### config.mk
export PLATFORM = sky130hd
export DESIGN_NAME = uart_rx
export DESIGN_NICKNAME = d
export VERILOG_FILES = /design/src/rtl/uart_pkg.sv /design/src/rtl/uart_rx_sync.sv /design/src/rtl/uart_rx.sv
export SDC_FILE = /design/constraint.sdc
export NUM_CORES = 1
export LEC_CHECK = 0
export BUFFER_PORTS_ARGS = -buffer_cell sky130_fd_sc_hd__buf_4
export CAP_MARGIN = 20
export CORE_MARGIN = 3
export CORE_UTILIZATION = 50
export DETAILED_ROUTE_END_ITERATION = 10
export PLACE_DENSITY = 0.79
export SETUP_SLACK_MARGIN = 0.02
export SYNTH_ARGS = -nofsm -noshare
export SYNTH_HDL_FRONTEND = slang
export SYNTH_SLANG_ARGS = --single-unit
### constraint.sdc
create_clock -name clk_50M -period 5.21 [get_ports clk_50M]
set_input_delay 0.7815 -clock clk_50M [delete_from_list [all_inputs] [get_ports clk_50M]]
set_output_delay 0.7815 -clock clk_50M [all_outputs]
set_load 0.005 [all_outputs]
### src/rtl/uart_pkg.sv
// Shared UART definitions for the receive and transmit paths on the 50 MHz clock.
package uart_pkg;
  localparam int CLKS_PER_BIT_9600 = 5208;
  localparam int UART_DATA_BITS    = 8;
  localparam int UART_TIMER_W      = 13;

  typedef enum logic [2:0] {
    IDLE,
    START,
    DATA,
    PARITY,
    STOP
  } uart_rx_state_t;
endpackage

### src/rtl/uart_rx_sync.sv
// Two-flop synchroniser for the asynchronous rx line plus a falling-edge detector.
module uart_rx_sync (
  input  logic clk_50M,
  input  logic reset_n,
  input  logic rx,
  output logic rx_s,
  output logic fall
);
  logic meta_q;
  logic sync_q;
  logic prev_q;

  // Idle line is high, so all flops reset to 1 to avoid a spurious edge.
  always_ff @(posedge clk_50M or negedge reset_n) begin
    if (!reset_n) begin
      meta_q <= 1'b1;
      sync_q <= 1'b1;
      prev_q <= 1'b1;
    end else begin
      meta_q <= rx;
      sync_q <= meta_q;
      prev_q <= sync_q;
    end
  end

  assign rx_s = sync_q;
  assign fall = prev_q & ~sync_q;
endmodule

### src/rtl/uart_rx.sv
// UART receiver: start detect, mid-bit sampling, parity and stop checks, one-cycle valid strobe.
module uart_rx
  import uart_pkg::*;
#(
  parameter int CLKS_PER_BIT = CLKS_PER_BIT_9600,
  parameter int PARITY_EN    = 1,
  parameter int PARITY_ODD   = 0
) (
  input  logic                      clk_50M,
  input  logic                      reset_n,
  input  logic                      rx,
  output logic [UART_DATA_BITS-1:0] rx_data,
  output logic                      rx_valid,
  output logic                      parity_err,
  output logic                      frame_err,
  output logic                      busy
);
  localparam int IDX_W = $clog2(UART_DATA_BITS);
  localparam logic [UART_TIMER_W-1:0] HALF_M1  = UART_TIMER_W'(CLKS_PER_BIT / 2 - 1);
  localparam logic [UART_TIMER_W-1:0] BIT_M1   = UART_TIMER_W'(CLKS_PER_BIT - 1);
  localparam logic [IDX_W-1:0]        LAST_IDX = IDX_W'(UART_DATA_BITS - 1);

  logic rx_s;
  logic fall;

  uart_rx_sync u_sync (
    .clk_50M (clk_50M),
    .reset_n (reset_n),
    .rx      (rx),
    .rx_s    (rx_s),
    .fall    (fall)
  );

  uart_rx_state_t            state_q;
  logic [UART_TIMER_W-1:0]   timer_q;
  logic [IDX_W-1:0]          bit_idx_q;
  logic [UART_DATA_BITS-1:0] shift_q;
  logic                      par_bit_q;
  logic [UART_DATA_BITS-1:0] rx_data_q;
  logic                      rx_valid_q;
  logic                      parity_err_q;
  logic                      frame_err_q;

  logic bit_tick;
  logic parity_err_d;

  assign bit_tick = (timer_q == BIT_M1);

  // Even parity: any odd count of ones across data+parity is an error; odd parity inverts that.
  assign parity_err_d = (PARITY_EN != 0) ?
                        ((^shift_q) ^ par_bit_q ^ (PARITY_ODD != 0)) : 1'b0;

  always_ff @(posedge clk_50M or negedge reset_n) begin
    if (!reset_n) begin
      state_q      <= IDLE;
      timer_q      <= '0;
      bit_idx_q    <= '0;
      shift_q      <= '0;
      par_bit_q    <= 1'b0;
      rx_data_q    <= '0;
      rx_valid_q   <= 1'b0;
      parity_err_q <= 1'b0;
      frame_err_q  <= 1'b0;
    end else begin
      rx_valid_q <= 1'b0;
      case (state_q)
        IDLE: begin
          if (fall) begin
            timer_q <= '0;
            state_q <= START;
          end
        end
        START: begin
          // A line back high at mid-start is a glitch, not a frame.
          if (timer_q == HALF_M1) begin
            if (!rx_s) begin
              timer_q   <= '0;
              bit_idx_q <= '0;
              state_q   <= DATA;
            end else begin
              state_q <= IDLE;
            end
          end else begin
            timer_q <= timer_q + UART_TIMER_W'(1);
          end
        end
        DATA: begin
          if (bit_tick) begin
            shift_q[bit_idx_q] <= rx_s;
            timer_q            <= '0;
            bit_idx_q          <= bit_idx_q + IDX_W'(1);
            if (bit_idx_q == LAST_IDX) begin
              state_q <= (PARITY_EN != 0) ? PARITY : STOP;
            end
          end else begin
            timer_q <= timer_q + UART_TIMER_W'(1);
          end
        end
        PARITY: begin
          if (bit_tick) begin
            par_bit_q <= rx_s;
            timer_q   <= '0;
            state_q   <= STOP;
          end else begin
            timer_q <= timer_q + UART_TIMER_W'(1);
          end
        end
        STOP: begin
          // Re-arming at mid-stop lets a directly following start bit be caught.
          if (bit_tick) begin
            rx_data_q    <= shift_q;
            parity_err_q <= parity_err_d;
            frame_err_q  <= ~rx_s;
            rx_valid_q   <= 1'b1;
            timer_q      <= '0;
            state_q      <= IDLE;
          end else begin
            timer_q <= timer_q + UART_TIMER_W'(1);
          end
        end
        default: state_q <= IDLE;
      endcase
    end
  end

  assign rx_data    = rx_data_q;
  assign rx_valid   = rx_valid_q;
  assign parity_err = parity_err_q;
  assign frame_err  = frame_err_q;
  assign busy       = (state_q != IDLE);
endmodule

# --- After elaboration in Yosys (flattened, before gate mapping) ---
# Cells that the tools add are included.
# Widths: inputs -> output; s select.
op_classes:
  add_sub_neg: 2
  bitwise_logic: 3
  n_lt_le_gt_ge: 2
  multipliers: 0
  n_div: 0
  n_reduce_logical: 13
  muxes: 22
  n_eq_ne: 15
  shift: 0
ops:
  columns: ["cell", "count"]
  rows:
  - ["$mux 13", 4]
  - ["$pmux 13 s3", 1]
  - ["$mux 3", 9]
  - ["$pmux 3 s5", 1]
  - ["$ne 2x2->1 const B", 7]
  - ["$add 13x1->13 const B", 1]
  - ["$eq 13x12->1 const B", 1]
  - ["$eq 13x13->1 const B", 1]
  - ["$bwmux 8", 1]
  - ["$reduce_xor 8->1", 1]
  - ["$eq 3x2->1 const B", 2]
  - ["$eq 3x3->1 const B", 2]
  - ["$pmux 3 s2", 1]
  - ["$reduce_and 2->1", 3]
  - ["$reduce_and 6->1", 1]
  - ["$reduce_bool 3->1", 2]
  - ["$lt 3x4->1 const B", 1]
  - ["$reduce_and 4->1", 1]
  - ["$add 3x1->3 const B", 1]
  - ["$demux 1 s3", 1]
  - ["$eq 3x1->1 const B", 1]
  - ["$ge 3x1->1 const B", 1]
  - ["$logic_not 3->1", 1]
  - ["$mux 1", 3]
  - ["other kinds (9)", 9]
word_totals:
  ram_bits: 0
  output_inout_bits: 12
  ff_bits: 42
  n_memories: 0
  wordCells: 69
  mem_bits_ro: 0
  latchBits: 0

# --- Depth between registers and ports, before layout ---
logic_depth:
  depth_word: 5
  depth_mapped: 7
  ltp_nobuf: 6

# --- Cells and area by module ---
# A second synthesis with hierarchy kept.
unflattened:
  cells_unflattened: 191
  hier_area_um2: 2188.3
by_module_without_submodules:
  columns: ["mod", "cells_per_inst", "area_per_inst_um2", "n_inst", "seq_area_each_um2"]
  rows:
  - ["uart_rx", 187, 2095.8, 1, 975.9]
  - ["uart_rx_sync", 4, 92.6, 1, 78.8]

# --- Least setup slack after synthesis ---
# Ideal clock, no wire load.
synth_path:
  path_kind: "reg2reg"
  start: "reg timer_q[0]"
  end: "reg bit_idx_q[1]"
  path_slack_ps: 3325
  n_path_buf: 0
  path_stages_with_launch: 7
  t_arrival_ps: 1764
  required_time_ps: 5089
  cell_sequence: "dfrtp_1 > ha_1 > and4b_1 > nand4_1 > or4b_1 > a21o_1 > a22o_1"
synth_via:
  elab_chain_cells: 3
  word_cells_on_any_way: 5
  classes_between: "eq/ne: 4; reduce/logical: 1"
synth_rtl:
  columns: ["item", "line", "text"]
  rows:
  - ["start: declaration", "uart_rx.sv:35", "logic [UART_TIMER_W-1:0] timer_q;"]
  - ["start signal: assignment", "uart_rx.sv:84", "timer_q <= timer_q + UART_TIMER_W'(1);"]
  - ["start signal: assignment", "uart_rx.sv:96", "timer_q <= timer_q + UART_TIMER_W'(1);"]
  - ["start signal: assignment", "uart_rx.sv:105", "timer_q <= timer_q + UART_TIMER_W'(1);"]
  - ["$eq 13x12->1 / $eq 13x13->1 (equally long branches)", "uart_rx.sv:75, uart_rx.sv:47", null]
  - ["$ne 2x2->1 (no line)", null, null]
  - ["$reduce_and 4->1 (no line) *", null, null]
  - ["end signal: assignment", "uart_rx.sv:91", "bit_idx_q <= bit_idx_q + IDX_W'(1);"]
  - ["end: declaration", "uart_rx.sv:36", "logic [IDX_W-1:0] bit_idx_q;"]
# Mark *: on every way between the ends. The rest lies on a longest branch, timed or not.
# A chain may end at the register's enable or synchronous reset.

# --- Worst setup path in the final report ---
layout_path:
  start: "reg state_q[0]"
  end: "out busy"
layout_via:
  elab_chain_cells: 1
layout_rtl:
  columns: ["item", "line", "text"]
  rows:
  - ["start: declaration", "uart_rx.sv:34", "uart_rx_state_t state_q;"]
  - ["start signal: assignment", "uart_rx.sv:93", "state_q <= (PARITY_EN != 0) ? PARITY : STOP;"]
  - ["$reduce_bool 3->1", "uart_rx.sv:130", "assign busy = (state_q != IDLE);"]
  - ["end: declaration", "uart_rx.sv:16", "output logic busy"]
# No other way between the ends.

==> impl_metrics.csv <==
group,metric,value,unit
setup_path,path_max_fanout,12,
setup_path,required,4430,ps
logic_synthesis,synth_fa_ha_area_share,1.779,%
min_path,hold_path_end,"u_sync.rx_s$_DFF_PN1_",
clock_tree,postCtsResizedCells,0,
clock_tree,clk_pin_slew,80,ps
setup_path,worstSetupStartpointType,"register",
sta,period_needed,2191,ps
pwr,cellLeakagePower,1.079,nW
grt,overflow,0,
logic_synthesis,synth_compound_area_share,11.74,%
drt,firstDrtPassIters,4,
drt,first_iter_violations,109,
sta,slew_viol_final,0,
clock_tree,cts_tree,"built",
finish,final_core_util,60.91,%
drt,drt-vias-per-instance,5.961,
logic_synthesis,synth_cell_types,46,
logic_synthesis,yosysWarnings,0,
logic_synthesis,synth_xor_xnor_area_share,3.737,%
die,core,3854,µm²
placement,place_congestion,0.9157,
grt,grt_pass1_wl,6934,µm
setup_path,max_stage_delay,530,ps
placement,dp_hpwl,2600,µm
sta,fin_setup_tns,0,ps
die,initial_core_util,54.74,%
grt,grt_pass1_vias,1387,
drt,ant_nets,0,
clock_tree,postCtsHoldBufs,0,
finish,drive_gt1_share,24.27,%
die,die_w,70.96,µm
setup_path,slowest_stage,"dfrtp_1",
clock_tree,h-tree-depth,2,
clock_tree,cts.sink_count,42,
min_path,min-delay-start,"u_sync.meta_q$_DFF_PN1_",
setup_path,r2r-start,"timer_q[0]$_DFFE_PN0P_",
grt,antenna_found_initial,0,
sta,fin_skew,8.038,ps
drt,avgRoutedWirePerCell,16.14,µm
grt,grtUsageTotal,17.44,%
grt,grt_max_degree,43,
clock_tree,cts-buffers-inserted,5,
logic_synthesis,synth.cell_area,2110,µm²
setup_path,path_class,"reg -> out",
die,die_area,5035,µm²
setup_path,reg2reg_to,"shift_q[3]$_DFFE_PN0P_",
logic_synthesis,avgSynthCellArea,11.04,µm²
logic_synthesis,syn_nets,197,
finish,area_delta_synth_final,11.27,%
status,outcome,"finished clean",
flow_run,maxCapViolations,0,
die,die_h,70.96,µm
clock_tree,clock_latency,300,ps
sta,finalSetupViolations,0,
sta,timing_hold_violations_final,0,
logic_synthesis,post_synth_mux_area_share,10.08,%
sta,rsz0062_at_grt,"no",
finish,final_nets,211,
placement,port_buffers,14,
die,io_pins,15,
die,core.rowCount,22,
logic_synthesis,ys_async_sr_fraction,100.0,%
drt,wl,4100,µm
clock_tree,root_buffer,"clkbuf_8",
drt,vias,1514,
clock_tree,cts.path.max_buffers,2,
logic_synthesis,synth-seq-area-share,50.00,%
setup_path,ff2ff_path_depth,6,
clock_tree,postCtsSetupRepairBufs,0,
setup_path,rrSetupSlack,3080,ps
sta,tightest_slew,730.4,ps
setup_path,path_cells,"or3_1 > buf_4",
logic_synthesis,ys_seq_elements,42,
logic_synthesis,syn_inst,191,
sta,maxSlewHeadroom,50.62,%
min_path,hp-class,"reg -> reg",
logic_synthesis,synth_top_family_by_area,"simple AND/OR/NAND/NOR gates",
pwr,powerDensity,292.1,nW/µm²
setup_path,cp-end-kind,"output port",
logic_synthesis,synth-edff-count,0,
logic_synthesis,synth-main-ff-cell,"dfrtp_1",
setup_path,cp.arrival,1410,ps
sta,clock.fmax,456.3,MHz
sta,finalCritPeriodShare,42.06,%
pwr,max-vdd-ir-drop,0.2761,mV
finish,diodes,0,
drt,route.detailed.drc,0,
min_path,whs_path_depth,0,
logic_synthesis,yosys.area_share.simple,19.69,%
cells in the mapped netlist (all sizes together), types with 2 or more instances:
master  number  share of area (%)
xor2         2               0.83
or3          2               0.59
nor3         4                1.2
nor2         9                1.6
nand3        7                1.7
nand2b       3               0.89
a31oi        8                2.4
a41oi        3                1.2
and3         2               0.65
nand2       17                3.0
nand4        5                1.5
nor4         2                1.3
xnor2        7                2.9
nand3b       2               0.71
dfstp        3                3.7
nor4b        2               0.83
clkbuf       3               0.53
dfrtp       39                 46
o21ai        7                1.7
and4b        2               0.95
nand4b       2               0.83
and4bb       3                1.8
mux2        18                9.6
a21oi        7                1.7
nor2b        2               0.59
ha           3                1.8
inv          6                1.1
buf          4                1.4
a21o         4                1.4
a22o         4                1.7
critical path, delay by kind of cell, from the launching register on:
| family | cells | cell delay [ps] |
|---|---|---|
| DFF | 1 | 530 |
| buffers and inverters | 1 | 150 |
| and+or+nand+nor | 1 | 430 |
layout by cell type (no fill, tap or decap), drive strengths merged, types with 2 or more instances in the layout:
cell    synthesis  routed
nand3           7       7
a21o            4       4
a41oi           3       3
a31oi           8       8
nand3b          2       2
a21oi           7       7
nand4           5       5
nand2b          3       3
nor4            2       2
or3             2       2
xor2            2       2
and3            2       2
clkbuf          3       5
and4bb          3       3
and4b           2       2
nor2            9       9
buf             4      14
nand4b          2       2
dfrtp          39      39
xnor2           7       7
dfstp           3       3
mux2           18      18
nand2          17      17
nor3            4       4
ha              3       3
inv             6       7
nor2b           2       2
nor4b           2       2
o21ai           7       7
a22o            4       4
flip-flops by register name, indices dropped and copies added (netlist names):
name / cells
bit_idx_q: 3
frame_err: 1
par_bit_q: 1
parity_err: 1
rx_data: 8
rx_valid: 1
shift_q: 8
state_q: 3
timer_q: 13
u_sync.meta_q: 1
u_sync.prev_q: 1
u_sync.rx_s: 1
layout make-up:
cell class	instances	area, µm²
well taps	48	60.06
repair buffers	14	105.1
clock buffers	5	68.82
fillers	331	1506
flip-flops and latches	42	1055
multi-input cells	136	992.2
inverters	6	22.52
clock inverters	3	43.79
how the worst max path moves through the flow:
stage               slack [ps]              startpoint                  endpoint
floorplan                 3320  timer_q[0]$_DFFE_PN0P_  bit_idx_q[1]$_DFFE_PN0P_
global placement          3210  timer_q[3]$_DFFE_PN0P_    timer_q[6]$_DFFE_PN0P_
detailed placement        3170  timer_q[0]$_DFFE_PN0P_  bit_idx_q[0]$_DFFE_PN0P_
CTS                       3020  state_q[0]$_DFFE_PN0P_                      busy
global route              2890  timer_q[0]$_DFFE_PN0P_    shift_q[3]$_DFFE_PN0P_
finish                    3020  state_q[0]$_DFFE_PN0P_                      busy
metal layers:
| metal | global-route usage (%) | vias up | part of all wire [%] |
|---|---|---|---|
| met2 | 24.41 | 36 | 45 |
| met1 | 25.44 | 741 | 49 |
| met5 | 0 | - | 0 |
| met3 | 4.688 | 7 | 4.5 |
| met4 | 7.516 | 0 | 1.5 |
| li1 | - | 730 | - |
power breakdown:
group          internal (mW)  switching (mW)  leakage (nW)
clock                  0.144           0.120        0.0585
sequential             0.341          0.0229         0.572
combinational         0.0223          0.0359         0.449
total                  0.507           0.179          1.08
stage by stage:
stage	instances	area, µm²	worst slack [ps]	power [mW]	hold slack [ps]
2_1_floorplan	191	2110	3325	0.4056	345.2
3_5_place_dp	246	2235	3168	0.4245	347.6
6_report	254	2347	3019	0.6856	359.2
3_3_place_gp	246	2235	3209	0.4215	346.0
5_1_grt	254	2347	2894	0.7115	374.2
4_1_cts	254	2347	3016	0.6899	359.5
logic make-up after synthesis:
kind of cell | Yosys count
flip-flops | 42
multiplexers | 19
adder cells (fa/ha/maj) | 3
AO/OA/AOI/OAI | 37
AND/OR/NAND/NOR | 68
buffers and inverters | 13
XOR/XNOR | 9
Power figures use the tool's default switching activity.
